===== src/rtl/fsm_decode_ds.sv =====
// Two-byte frame decoder: recovers operands A and B from a stored result/key pair.
// Six-state FSM; the ADD/SUB pair restores reg1 so out_a is the shifted byte 1.
module fsm_decode_ds (
    input  logic       clk,
    input  logic       rst,
    input  logic       in_valid,
    input  logic [7:0] in_data,
    output logic       in_ready,
    output logic [7:0] out_a,
    output logic [7:0] out_b,
    output logic       out_valid,
    output logic       err,
    output logic       busy
);

    typedef enum logic [2:0] {
        IDLE  = 3'd0,
        WAIT2 = 3'd1,
        SHR   = 3'd2,
        ADD   = 3'd3,
        SUB   = 3'd4,
        DONE  = 3'd5
    } state_t;

    state_t     state;
    state_t     state_nxt;
    logic [7:0] reg1;
    logic [7:0] reg2;
    logic       err_next;
    logic       accept;
    logic [7:0] sub_res;

    assign accept  = in_valid && in_ready;
    assign sub_res = reg1 - reg2;

    always_ff @(posedge clk) begin
        if (rst) begin
            state <= IDLE;
        end else begin
            state <= state_nxt;
        end
    end

    always_comb begin
        state_nxt = state;
        unique case (state)
            IDLE:    if (accept) state_nxt = WAIT2;
            WAIT2:   if (accept) state_nxt = SHR;
            SHR:     state_nxt = ADD;
            ADD:     state_nxt = SUB;
            SUB:     state_nxt = DONE;
            DONE:    state_nxt = IDLE;
            default: state_nxt = IDLE;
        endcase
    end

    always_comb begin
        in_ready = (state == IDLE) || (state == WAIT2);
        busy     = (state != IDLE);
    end

    // Datapath: the out_* registers load on the SUB->DONE edge only.
    always_ff @(posedge clk) begin
        if (rst) begin
            reg1      <= 8'h00;
            reg2      <= 8'h00;
            err_next  <= 1'b0;
            out_a     <= 8'h00;
            out_b     <= 8'h00;
            err       <= 1'b0;
            out_valid <= 1'b0;
        end else begin
            out_valid <= 1'b0;
            unique case (state)
                IDLE: begin
                    if (accept) reg1 <= in_data;
                end
                WAIT2: begin
                    if (accept) reg2 <= in_data;
                end
                SHR: begin
                    reg1     <= {1'b0, reg1[7:1]};
                    err_next <= reg1[0];
                end
                ADD: begin
                    reg1 <= reg1 + reg2;
                end
                SUB: begin
                    reg1      <= sub_res;
                    out_a     <= sub_res;
                    out_b     <= reg2;
                    err       <= err_next;
                    out_valid <= 1'b1;
                end
                DONE: begin
                end
                default: begin
                end
            endcase
        end
    end

endmodule


===== config.mk =====
export PLATFORM = sky130hd
export DESIGN_NAME = fsm_decode_ds
export DESIGN_NICKNAME = d
export VERILOG_FILES = /design/src/rtl/fsm_decode_ds.sv
export SDC_FILE = /design/constraint.sdc
export NUM_CORES = 1
export LEC_CHECK = 0
export BUFFER_PORTS_ARGS = -buffer_cell sky130_fd_sc_hd__buf_2
export CAP_MARGIN = 20
export CORE_MARGIN = 4
export CORE_UTILIZATION = 30
export DETAILED_ROUTE_END_ITERATION = 12
export REMOVE_ABC_BUFFERS = 1
export SLEW_MARGIN = 20
export SYNTH_ARGS = -nofsm -noshare
export SYNTH_HDL_FRONTEND = slang
export SYNTH_SLANG_ARGS = --single-unit

===== constraint.sdc =====
create_clock -name clk -period 2.5 [get_ports clk]
set_input_delay 0.125 -clock clk [delete_from_list [all_inputs] [get_ports clk]]
set_output_delay 0.125 -clock clk [all_outputs]
set_load 0.02 [all_outputs]

==> flow_summary.html <==
<table>
<tr><th>Metric</th><th>Value</th></tr>
<tr><th colspan="2">Clock tree</th></tr>
<tr><td>TritonCTS clock tree</td><td>done</td></tr>
<tr><td>Clock slew seen by the registers of the worst setup and hold paths</td><td>0.07 ns</td></tr>
<tr><td>Root buf cell</td><td>sky130_fd_sc_hd__clkbuf_8</td></tr>
<tr><td>Source-to-sink clock delay at the later pin of the worst-skew pair</td><td>0.28 ns</td></tr>
<tr><td>Number of buffers created by CTS</td><td>5</td></tr>
<tr><td>Sinks on the clock net</td><td>38</td></tr>
<tr><td>Resized Gates After CTS</td><td>0</td></tr>
<tr><td>Hold buffers post-CTS</td><td>0</td></tr>
<tr><td>Clock Tree Buf Depth</td><td>2</td></tr>
<tr><td>H-tree levels</td><td>2</td></tr>
<tr><td>Post-CTS Setup Bufs</td><td>0</td></tr>
<tr><th colspan="2">Power and ir drop</th></tr>
<tr><td>Gate power share</td><td>0.279</td></tr>
<tr><td>Proportion of power drawn by the clock network</td><td>0.280</td></tr>
<tr><td>Relative contribution of sequential cells to total power</td><td>0.441</td></tr>
<tr><td>Sw frac</td><td>0.336</td></tr>
<tr><td>Maximum vdd drop</td><td>208 uV</td></tr>
<tr><td>Internal portion of total power</td><td>1.01 mW</td></tr>
<tr><td>Total leakage power</td><td>1.06 nW</td></tr>
<tr><td>Pwr per Cell Area</td><td>577 nW/um^2</td></tr>
<tr><td>Net switching power</td><td>0.511 mW</td></tr>
<tr><th colspan="2">Worst setup path</th></tr>
<tr><td>Count of buffering cells on the critical path with inverters included</td><td>2</td></tr>
<tr><td>Delay of the slowest cell on the worst path</td><td>0.49 ns</td></tr>
<tr><td>Slowest cell on the critical path</td><td>sky130_fd_sc_hd__ha_1</td></tr>
<tr><td>Arrival time of the worst setup path</td><td>2.50 ns</td></tr>
<tr><td>Req. time, crit path</td><td>2.72 ns</td></tr>
<tr><td>CP delay by family, top</td><td>compound AO/OA/AOI/OAI gates</td></tr>
<tr><td>Startpoint kind of the worst setup timing path</td><td>flip-flop</td></tr>
<tr><td>Type of destination of the critical path</td><td>flip-flop</td></tr>
<tr><td>Cells along the critical path</td><td>inv_1 &gt; ha_1 &gt; inv_1 &gt; a221o_1 &gt; a221oi_2 &gt; mux2_1 &gt; o21ai_1</td></tr>
<tr><td>Start-to-end type of the worst setup path</td><td>flip-flop to flip-flop</td></tr>
<tr><td>Largest fanout of any net on the critical path</td><td>11</td></tr>
<tr><td>R2R depth</td><td>7</td></tr>
<tr><td>Stages on worst setup path</td><td>7</td></tr>
<tr><td>Cell type with the highest occurrence count on the critical path</td><td>sky130_fd_sc_hd__inv_1</td></tr>
<tr><th colspan="2">Synthesis</th></tr>
<tr><td>Share of synthesized cell area in and, or, nand and nor gates</td><td>0.227</td></tr>
<tr><td>Largest family of logic cells by synthesized area</td><td>compound AO/OA/AOI/OAI gates</td></tr>
<tr><td>Cell types with the largest area share after synthesis</td><td>sky130_fd_sc_hd__dfxtp_1 (33%), sky130_fd_sc_hd__a21oi_1 (7.7%), sky130_fd_sc_hd__ha_1 (7.5%)</td></tr>
<tr><td>Average cell area after synthesis</td><td>7.76 sq um</td></tr>
<tr><td>Asr flop ratio synth</td><td>0</td></tr>
<tr><td>Synth Instances</td><td>300</td></tr>
<tr><td>Number of unique standard cell types used by synthesis</td><td>55</td></tr>
<tr><td>Most frequently used flop master after synthesis</td><td>sky130_fd_sc_hd__dfxtp_1</td></tr>
<tr><td>Seq/Total Area, Yosys</td><td>0.327</td></tr>
<tr><td>Share of synthesized area spent on multiplexers</td><td>0.0220</td></tr>
<tr><td>Synthesis-stage register bit count</td><td>38</td></tr>
<tr><td>Share of the synthesized netlist area taken by xor and xnor gates</td><td>0.0188</td></tr>
<tr><td>Synth Warn #</td><td>0</td></tr>
<tr><td>Area fraction in compound gates after synthesis</td><td>0.238</td></tr>
<tr><td>Post-Synth Adder-Cell Area</td><td>0.0924</td></tr>
<tr><td>Number of enable-type register cells in the synthesized netlist</td><td>0</td></tr>
<tr><td>Synth Cell Area</td><td>2330 sq um</td></tr>
<tr><td>Synth area leader</td><td>sky130_fd_sc_hd__dfxtp_1</td></tr>
<tr><td>Area share of the largest cell type after synthesis</td><td>0.327</td></tr>
<tr><th colspan="2">Die</th></tr>
<tr><td>Die boundary height</td><td>96.1 um</td></tr>
<tr><td>Number of placed I/O pins</td><td>31</td></tr>
<tr><td>Width of the die</td><td>96.1 um</td></tr>
<tr><td>Overall die area</td><td>9240 sq um</td></tr>
<tr><td>Floorplan row count</td><td>31</td></tr>
<tr><td>Area of the core region</td><td>7410 sq um</td></tr>
<tr><td>Effective utilization at floorplan</td><td>0.314</td></tr>
<tr><th colspan="2">Timing</th></tr>
<tr><td>Final count of pins violating max slew</td><td>0</td></tr>
<tr><td>RSZ-0062 raised after global routing</td><td>false</td></tr>
<tr><td>Peak Freq</td><td>0.439 GHz</td></tr>
<tr><td>Setup TNS</td><td>0 ns</td></tr>
<tr><td>Post-route clock period utilization</td><td>0.912</td></tr>
<tr><td>Worst relative slew slack</td><td>0.501</td></tr>
<tr><td>Total of endpoints with negative setup slack in the final report</td><td>0</td></tr>
<tr><td>Worst clock skew</td><td>0.00466 ns</td></tr>
<tr><td>Final hold violations</td><td>0</td></tr>
<tr><td>Final period demand of the worst path</td><td>2.28 ns</td></tr>
<tr><td>Slew of the pin with the lowest slew margin</td><td>0.748 ns</td></tr>
<tr><td>Worst hold margin</td><td>0.0821 ns</td></tr>
<tr><td>Minimum setup slack in the final design</td><td>0.221 ns</td></tr>
<tr><th colspan="2">Routing</th></tr>
<tr><td>Average via count per standard cell</td><td>5.05</td></tr>
<tr><td>Number of antenna-violating nets in the routed design</td><td>0</td></tr>
<tr><td>Detailed-routing iteration count for the pre-antenna-repair pass</td><td>4</td></tr>
<tr><td>Drt total wl</td><td>6380 um</td></tr>
<tr><td>Routed wirelength normalized by instance count</td><td>15.1 um</td></tr>
<tr><td>Initial DRC Count</td><td>82</td></tr>
<tr><td>Routed via count</td><td>2,131</td></tr>
<tr><td>Post-route DRC</td><td>0</td></tr>
<tr><th colspan="2">Run</th></tr>
<tr><td>Count of maximum capacitance violations</td><td>0</td></tr>
<tr><th colspan="2">Final layout</th></tr>
<tr><td>Sequential Area</td><td>761 sq um</td></tr>
<tr><td>Layout cell share with drive strength beyond 1</td><td>0.164</td></tr>
<tr><td>Number of diodes added for antenna fixing</td><td>0</td></tr>
<tr><td># fillers</td><td>819</td></tr>
<tr><td>Layout area overhead</td><td>13.3%</td></tr>
<tr><td>Area taken by multi-input logic gates</td><td>1390 sq um</td></tr>
<tr><td>Most used cells in the layout excluding fill and tap cells</td><td>sky130_fd_sc_hd__nand2_1 (38), sky130_fd_sc_hd__dfxtp_1 (38), sky130_fd_sc_hd__a21oi_1 (36), sky130_fd_sc_hd__nor2_1 (34), sky130_fd_sc_hd__buf_2 (30)</td></tr>
<tr><td>NumNets Final</td><td>351</td></tr>
<tr><th colspan="2">GRT</th></tr>
<tr><td>Vias in the first global route</td><td>2,062</td></tr>
<tr><td>Initial antenna violation count</td><td>0</td></tr>
<tr><td>GR Overflow Total</td><td>0</td></tr>
<tr><td>Wire length of the first global-routing pass</td><td>10,700 um</td></tr>
<tr><td>Pin count of the biggest net entering global routing</td><td>38</td></tr>
<tr><td>All-Layer GR Usage</td><td>0.150</td></tr>
<tr><th colspan="2">Worst hold path</th></tr>
<tr><td>Number of cells on the worst hold path</td><td>3</td></tr>
<tr><td>Class of the tightest hold or removal check</td><td>input port to flip-flop</td></tr>
<tr><th colspan="2">Placed design</th></tr>
<tr><td>Final RePlAce weighted congestion</td><td>0.874</td></tr>
<tr><td>Post-place setup slack</td><td>0.255 ns</td></tr>
<tr><td>Port Buffer Count</td><td>30</td></tr>
<tr><td>Detailed-placement wirelength estimate</td><td>4760 um</td></tr>
<tr><th colspan="2">Outcome</th></tr>
<tr><td>Outcome</td><td>finished clean</td></tr>
</table>
-- cell type report --
cell class,count,area share
Inverter,18,0.0256
Multi-Input combinational cell,223,0.528
Clock buffer,6,0.0313
Tap cell,99,0.0470
Sequential cell,38,0.288
Timing Repair Buffer,38,0.0797
-- worst reg2reg max path: stages, from the launching register on --
cell,delay [ns]
sky130_fd_sc_hd__dfxtp_1,0.35
sky130_fd_sc_hd__inv_1,0.07
sky130_fd_sc_hd__ha_1,0.49
sky130_fd_sc_hd__inv_1,0.18
sky130_fd_sc_hd__a221o_1,0.40
sky130_fd_sc_hd__a221oi_2,0.32
sky130_fd_sc_hd__mux2_1,0.34
sky130_fd_sc_hd__o21ai_1,0.07
-- routing by layer --
layer  wire, um  track usage
met1       3010        0.204
met2       2980        0.235
met3        323       0.0352
met4         56       0.0427
met5          0            0
-- final timing paths --
path / start / slack (ns) / end
worst max-delay path: reg2[5]$_SDFFE_PP0P_ / 0.22 / reg1[7]$_SDFFE_PP0P_
worst min-delay path: in_data[4] / 0.08 / reg2[4]$_SDFFE_PP0P_
worst max register to register: reg2[5]$_SDFFE_PP0P_ / 0.22 / reg1[7]$_SDFFE_PP0P_
worst min register to register: err_next$_SDFFE_PP0N_ / 0.45 / err$_SDFFE_PP0P_
-- cell families (layout without fill, tap and decap cells) --
kind of cell | Yosys count | after routing
adder cells (fa/ha/maj) | 16 | 16
flip-flops | 38 | 38
buffers and inverters | 39 | 62
AO/OA/AOI/OAI | 86 | 86
multiplexers | 5 | 5
XOR/XNOR | 5 | 5
AND/OR/NAND/NOR | 111 | 111
-- metrics by stage --
step / power [mW] / cells / instance area (sq um) / utilization
floorplan: 0.973 / 279 / 2220 / -
detailed placement: 1.10 / 416 / 2550 / 0.345
global route: 1.63 / 422 / 2640 / 0.356
CTS: 1.54 / 422 / 2640 / 0.356
global placement: 1.10 / 416 / 2550 / 0.345
finish: 1.52 / 422 / 2640 / 0.356
-- state kept, by name (all words and copies together), names as in the netlist --
signal     count
out_a          8
state          3
err_next       1
err            1
out_b          8
out_valid      1
reg2           8
reg1           8
-- power by group through the flow --
stage	sequential, mW	clock [mW]	combinational (mW)
after floorplan	0.686	0	0.287
after CTS	0.671	0.446	0.423
after global routing	0.676	0.475	0.475
final	0.672	0.426	0.425
after detailed placement	0.685	0	0.420
after global placement	0.684	0	0.416
-- synthesized netlist by cell type, types with 3 or more instances --
cell type,number
sky130_fd_sc_hd__a211oi_1,7
sky130_fd_sc_hd__a21oi_1,36
sky130_fd_sc_hd__a31oi_1,3
sky130_fd_sc_hd__buf_2,11
sky130_fd_sc_hd__clkbuf_1,8
sky130_fd_sc_hd__dfxtp_1,38
sky130_fd_sc_hd__ha_1,14
sky130_fd_sc_hd__inv_1,17
sky130_fd_sc_hd__mux2i_1,4
sky130_fd_sc_hd__nand2_1,38
sky130_fd_sc_hd__nand2b_1,3
sky130_fd_sc_hd__nand3_1,6
sky130_fd_sc_hd__nor2_1,34
sky130_fd_sc_hd__nor2b_1,5
sky130_fd_sc_hd__nor3_1,5
sky130_fd_sc_hd__o21a_1,5
sky130_fd_sc_hd__o21ai_0,9
sky130_fd_sc_hd__o22ai_1,4
sky130_fd_sc_hd__o31ai_1,4
sky130_fd_sc_hd__or3_1,4
sky130_fd_sc_hd__xnor2_1,4
No activity file was read; power rests on OpenSTA's default activity.
